## src/rtl/dpram_arb_pkg.sv

```systemverilog
// Shared widths and port-select type for the dual-port RAM arbiter.
package dpram_arb_pkg;

  localparam int DEF_ADDR_WIDTH = 6;
  localparam int DEF_DATA_WIDTH = 8;
  localparam int DEF_NUM_REQ    = 4;

  typedef enum logic {
    PORT_A = 1'b0,
    PORT_B = 1'b1
  } port_sel_e;

endpackage

```

## src/rtl/dpram_arb_rr_pick.sv

```systemverilog
// Circular first-one search over a request mask, starting at i_start.
module dpram_arb_rr_pick #(
  parameter int N  = 4,
  parameter int IW = $clog2(N)
) (
  input  logic [N-1:0]  i_mask,
  input  logic [IW-1:0] i_start,
  output logic          o_found,
  output logic [IW-1:0] o_idx
);

  // Walk offsets high to low so the nearest set bit wins.
  always_comb begin
    o_found = |i_mask;
    o_idx   = '0;
    for (int k = N - 1; k >= 0; k--) begin
      if (i_mask[(int'(i_start) + k) % N]) begin
        o_idx = IW'((int'(i_start) + k) % N);
      end
    end
  end

endmodule

```

## src/rtl/dpram_arbiter.sv

```systemverilog
// Round-robin arbiter mapping NUM_REQ requesters onto the two ports
// of a registered, read-first dual-port RAM.
module dpram_arbiter
  import dpram_arb_pkg::*;
#(
  parameter int ADDR_WIDTH = DEF_ADDR_WIDTH,
  parameter int DATA_WIDTH = DEF_DATA_WIDTH,
  parameter int NUM_REQ    = DEF_NUM_REQ
) (
  input  logic                           clk,
  input  logic                           rst,
  input  logic [NUM_REQ-1:0]             req_valid,
  input  logic [NUM_REQ-1:0]             req_we,
  input  logic [NUM_REQ*ADDR_WIDTH-1:0]  req_addr,
  input  logic [NUM_REQ*DATA_WIDTH-1:0]  req_wdata,
  output logic [NUM_REQ-1:0]             req_ready,
  output logic [NUM_REQ-1:0]             rsp_valid,
  output logic [NUM_REQ*DATA_WIDTH-1:0]  rsp_rdata,
  output logic                           we_a,
  output logic [ADDR_WIDTH-1:0]          addr_a,
  output logic [DATA_WIDTH-1:0]          din_a,
  output logic                           we_b,
  output logic [ADDR_WIDTH-1:0]          addr_b,
  output logic [DATA_WIDTH-1:0]          din_b,
  input  logic [DATA_WIDTH-1:0]          dout_a,
  input  logic [DATA_WIDTH-1:0]          dout_b
);

  localparam int IW = $clog2(NUM_REQ);

  logic [ADDR_WIDTH-1:0] w_addr  [NUM_REQ];
  logic [DATA_WIDTH-1:0] w_wdata [NUM_REQ];

  logic [IW-1:0]      r_ptr;
  logic [NUM_REQ-1:0] r_rsp_valid;
  port_sel_e          r_tag [NUM_REQ];

  logic               w_a_found;
  logic [IW-1:0]      w_a_idx;
  logic               w_b_found;
  logic [IW-1:0]      w_b_idx;
  logic [IW-1:0]      w_b_start;
  logic [NUM_REQ-1:0] w_b_mask;
  logic               w_a_gnt;
  logic               w_b_gnt;

  function automatic logic [IW-1:0] f_next(input logic [IW-1:0] x);
    return (x == IW'(NUM_REQ - 1)) ? '0 : x + 1'b1;
  endfunction

  for (genvar g = 0; g < NUM_REQ; g++) begin : g_unpack
    assign w_addr[g]  = req_addr[g*ADDR_WIDTH +: ADDR_WIDTH];
    assign w_wdata[g] = req_wdata[g*DATA_WIDTH +: DATA_WIDTH];
    assign rsp_rdata[g*DATA_WIDTH +: DATA_WIDTH] =
      (r_tag[g] == PORT_B) ? dout_b : dout_a;
  end

  dpram_arb_rr_pick #(
    .N  (NUM_REQ),
    .IW (IW)
  ) u_pick_a (
    .i_mask  (req_valid),
    .i_start (r_ptr),
    .o_found (w_a_found),
    .o_idx   (w_a_idx)
  );

  // B may only share a cycle with A when both are reads or the
  // addresses differ.
  always_comb begin
    w_b_mask = '0;
    for (int i = 0; i < NUM_REQ; i++) begin
      w_b_mask[i] = req_valid[i]
        && (IW'(i) != w_a_idx)
        && !((w_addr[i] == w_addr[w_a_idx])
             && (req_we[i] || req_we[w_a_idx]));
    end
  end

  assign w_b_start = f_next(w_a_idx);

  dpram_arb_rr_pick #(
    .N  (NUM_REQ),
    .IW (IW)
  ) u_pick_b (
    .i_mask  (w_b_mask),
    .i_start (w_b_start),
    .o_found (w_b_found),
    .o_idx   (w_b_idx)
  );

  assign w_a_gnt = w_a_found && !rst;
  assign w_b_gnt = w_b_found && w_a_gnt;

  always_comb begin
    req_ready = '0;
    if (w_a_gnt) req_ready[w_a_idx] = 1'b1;
    if (w_b_gnt) req_ready[w_b_idx] = 1'b1;
  end

  assign we_a   = w_a_gnt && req_we[w_a_idx];
  assign addr_a = w_a_gnt ? w_addr[w_a_idx]  : '0;
  assign din_a  = w_a_gnt ? w_wdata[w_a_idx] : '0;
  assign we_b   = w_b_gnt && req_we[w_b_idx];
  assign addr_b = w_b_gnt ? w_addr[w_b_idx]  : '0;
  assign din_b  = w_b_gnt ? w_wdata[w_b_idx] : '0;

  assign rsp_valid = r_rsp_valid;

  always_ff @(posedge clk or posedge rst) begin
    if (rst) begin
      r_ptr       <= '0;
      r_rsp_valid <= '0;
      for (int i = 0; i < NUM_REQ; i++) r_tag[i] <= PORT_A;
    end else begin
      r_rsp_valid <= req_ready;
      for (int i = 0; i < NUM_REQ; i++) begin
        r_tag[i] <= (w_b_gnt && (w_b_idx == IW'(i))) ? PORT_B : PORT_A;
      end
      if (w_b_gnt)      r_ptr <= f_next(w_b_idx);
      else if (w_a_gnt) r_ptr <= f_next(w_a_idx);
    end
  end

endmodule

```

## config.mk

```make
export PLATFORM = sky130hd
export DESIGN_NAME = dpram_arbiter
export DESIGN_NICKNAME = d
export VERILOG_FILES = /design/src/rtl/dpram_arb_pkg.sv /design/src/rtl/dpram_arb_rr_pick.sv /design/src/rtl/dpram_arbiter.sv
export SDC_FILE = /design/constraint.sdc
export NUM_CORES = 1
export LEC_CHECK = 0
export CAP_MARGIN = 30
export CORE_MARGIN = 5
export CORE_UTILIZATION = 63
export CTS_CLUSTER_SIZE = 24
export DETAILED_ROUTE_END_ITERATION = 7
export DONT_BUFFER_PORTS = 1
export PLACE_DENSITY = 0.79
export RECOVER_POWER = 50
export SLEW_MARGIN = 20
export SYNTH_ARGS = -nofsm -noshare
export SYNTH_HDL_FRONTEND = slang
export SYNTH_SLANG_ARGS = --single-unit
```

## constraint.sdc

```tcl
create_clock -name clk -period 7.1 [get_ports clk]
set_input_delay 1.42 -clock clk [delete_from_list [all_inputs] [get_ports clk]]
set_output_delay 1.42 -clock clk [all_outputs]
set_load 0.01 [all_outputs]
```

==> results of run 1 <==
layout make-up:
class | count | area [um^2] | area share, %
inverter | 17 | 66.31 | 2.140
sequential | 10 | 250.2 | 8.074
multi-input combinational | 355 | 2571 | 82.96
tap | 67 | 83.83 | 2.705
timing repair buffer | 8 | 72.57 | 2.342
clock buffer | 4 | 55.05 | 1.776
cell usage after synthesis (10+ instances only):
cell,instances
nand2_1,51
mux2i_1,36
mux2_2,34
a21oi_1,27
clkbuf_1,21
nand3_1,21
and3_1,17
nor2_1,17
inv_1,15
xnor2_1,14
o22ai_1,13
nor3_1,12
xor2_1,12
dfrtp_1,10
o21ai_0,10
path summary, 6_finish.rpt:
path | start | end | cells after the start
setup / recovery | req_valid[2] | addr_b[3] | 13
min in group asynchronous | rst | r_tag[3] | 1
setup reg to reg | r_ptr[1] | rsp_valid[3] | 13
hold / removal | r_ptr[0] | r_ptr[0] | 2
hold reg to reg | r_ptr[0] | r_ptr[0] | 2
max in group asynchronous | rst | rsp_valid[0] | 1
cell families (layout without fill, tap and decap cells):
group	Yosys count	in the layout	synth area share, %
AOI/OAI and AO/OA	101	101	24.29
xor gates and xnor gates	26	26	7.417
adders and majority gates	8	8	3.260
buffers and inverters	54	29	8.354
DFF	10	10	8.150
muxes	70	70	24.21
and+or+nand+nor	150	150	24.33
metal layers:
metal	vias up	GRT usage [%]
li1	1479	-
met1	1499	40.77
met2	209	51.09
met3	25	7.223
met4	0	6.081
met5	-	0
power groups by stage:
stage	clock, mW	combinational, mW	sequential [mW]
after floorplan	0	0.905	0.0969
after global placement	0	1.01	0.123
after detailed placement	0	1.03	0.125
after CTS	0.0719	1.04	0.124
after global routing	0.0755	1.12	0.131
final	0.0735	1.03	0.125
critical path, delay by kind of cell:
kind            cells  cell delay, ns
compound gates      5            1.39
buf+inv             2            0.43
mux                 1            0.23
simple gates        5            1.57
layout by cell type (no fill, tap or decap), types with 3 or more instances in the layout:
cell	Yosys	routed
nor3_1	12	12
o21ai_0	10	10
mux2i_1	36	36
xor2_1	12	12
a21oi_1	27	27
inv_1	15	15
nor2_1	17	17
nor2b_1	8	8
ha_1	8	8
mux2_1	0	31
o211ai_1	5	5
nand3_1	21	21
a211oi_1	8	8
and3_1	17	17
dfrtp_1	10	10
o22ai_2	4	4
nand2_1	51	51
nor4_1	6	6
o2111ai_1	3	3
and2_1	4	4
o22ai_1	13	13
clkbuf_8	0	4
buf_4	0	7
mux2_2	34	3
xnor2_1	14	14
flip-flops by register name, indices dropped and copies added (netlist names):
name and flops:
r_ptr 2, r_tag 4, rsp_valid 4
through the flow:
step                hold WS [ns]  std cells
floorplan                 0.4726        419
global placement          0.5304        457
detailed placement        0.5517        457
CTS                       0.5520        461
global route              0.6094        461
finish                    0.5541        461
==> metrics.yaml, run 1 <==
timing:
  max-slew-margin-rel_pct: 33.12
  hold_violations: 0
  slew_violations: 0
  min_period_over_period_pct: 91.37
  max_freq_ghz: 0.1542
  rsz0062_at_grt: "false"
  finalSetupViolCount: 0
  post-route-min-period_ns: 6.487
  final.setup.tns_ns: 0
  setup_slack_ns: 0.6129
  fin_worst_skew_ns: 0.0008804
  tightest_slew_ns: 0.9893
grt:
  track_usage_pct: 30.83
  antenna_found_initial: 0
  grt_max_degree: 28
  first_global_vias: 3065
  overflow: 0
  grt_pass1_wl_um: 15840
placed_design:
  dpl_cell_area_um2: 3044
  gp_congestion: 0.9883
  numPortBuffers: 0
  dp_hpwl_um: 8153
  dp_slack_ns: 0.6680
logic_synthesis:
  synth_ff_type: "dfrtp_1"
  synth_top_area_share_pct: 12.47
  syn_area_um2: 3070
  yosysWarnings: 0
  synth-edff-count: 0
  postSynthCellCount: 419
  yosysSeqAreaShare_pct: 8.150
  syn_nets: 509
  synth_area_per_cell_um2: 7.328
  yosys-top-cells-area: "mux2_2 (12%), mux2i_1 (12%), dfrtp_1 (8.1%)"
  yosys_register_bits: 10
  post-synth-top-area-cell: "mux2_2"
  netlist-cell-type-count: 64
  asyncSetResetFlopFracSynth_pct: 100.0
cells_and_area:
  utilization_pct: 65.62
  area_growth_pct: 0.9372
  fin_area_um2: 3099
  n_antenna_cell: 0
  n_fill_cell: 414
  drive_above_1_share_pct: 9.137
  nets: 485
floorplanning:
  io_pins: 152
  core_region_area_um2: 4723
  die_w_um: 79.81
  rows: 25
  fp.dieArea_um2: 6370
  initial_utilization_pct: 65.01
  die_h_um: 79.81
power_and_ir_drop:
  swShare_pct: 56.79
  vdd_drop_max_uv: 243.0
  p_leak_nw: 1.346
  p_seq_share_pct: 10.2
  internal-power_mw: 0.5323
  power_per_cell_area_nw_per_um2: 397.5
  p_comb_share_pct: 83.9
  p_clk_share_pct: 6.0
  p_total_mw: 1.232
  p_sw_mw: 0.6996
routing:
  drtIter0Drc: 307
  vias: 3212
  drc: 0
  wl_met3_um: 1217
  top_layer_used: "met4"
  vias_per_cell: 6.967
  wl_per_cell_um: 22.77
  wl_met1_um: 4103
  met2_length_um: 4987
  wl_um: 10500
  dr.pass1.iters: 5
  detail-route-antenna-nets: 0
critical_path:
  slowest_stage: "or4b_1"
  r2r_setup_slack_ns: 2.95
  crit_arrival_ns: 5.07
  crit_path_end_kind: "primary output"
  crit_chain: "nor2b_1 > or4b_1 > nand2_4 > inv_4 > a21oi_2 > a211oi_1 > or3_4 > o311ai_4 > nor3b_1 > o21ai_4 > buf_12 > mux2i_1 > o22ai_1"
  path_max_fanout: 27
  worstSetupPathType: "input pin to primary output"
  cp.required_ns: 5.68
  startpoint_type: "input pin"
  slowest_delay_ns: 0.64
clock_tree:
  cts_tree: "done"
  cts_buffers: 3
  postCtsHoldBufs: 0
  cts.clk_slew.worst_paths_ns: 0.05
  clock_sinks: 10
  insertion_delay_ns: 0.24
  htree_levels: 1
  cts_resized: 0
  post_cts_buffers: 0
  clock_path_buffers: 2
  cts_root_buf: "clkbuf_8"
run:
  maxCapViolCount: 0
outcome:
  status: "completed"
min_path:
  hold_path.class: "flop to flop"
Note: power is estimated with default switching activity, not from simulation.
==> run 2: changes to the inputs <==
--- a/config.mk
+++ b/config.mk
@@ -11,6 +11,7 @@
 export CTS_CLUSTER_SIZE = 24
 export DETAILED_ROUTE_END_ITERATION = 7
 export DONT_BUFFER_PORTS = 1
+export HOLD_SLACK_MARGIN = 0.05
 export PLACE_DENSITY = 0.79
 export RECOVER_POWER = 50
 export SLEW_MARGIN = 20
==> results of run 2 <==
No change in the layout: final DEF, timing and power equal those of run 1.
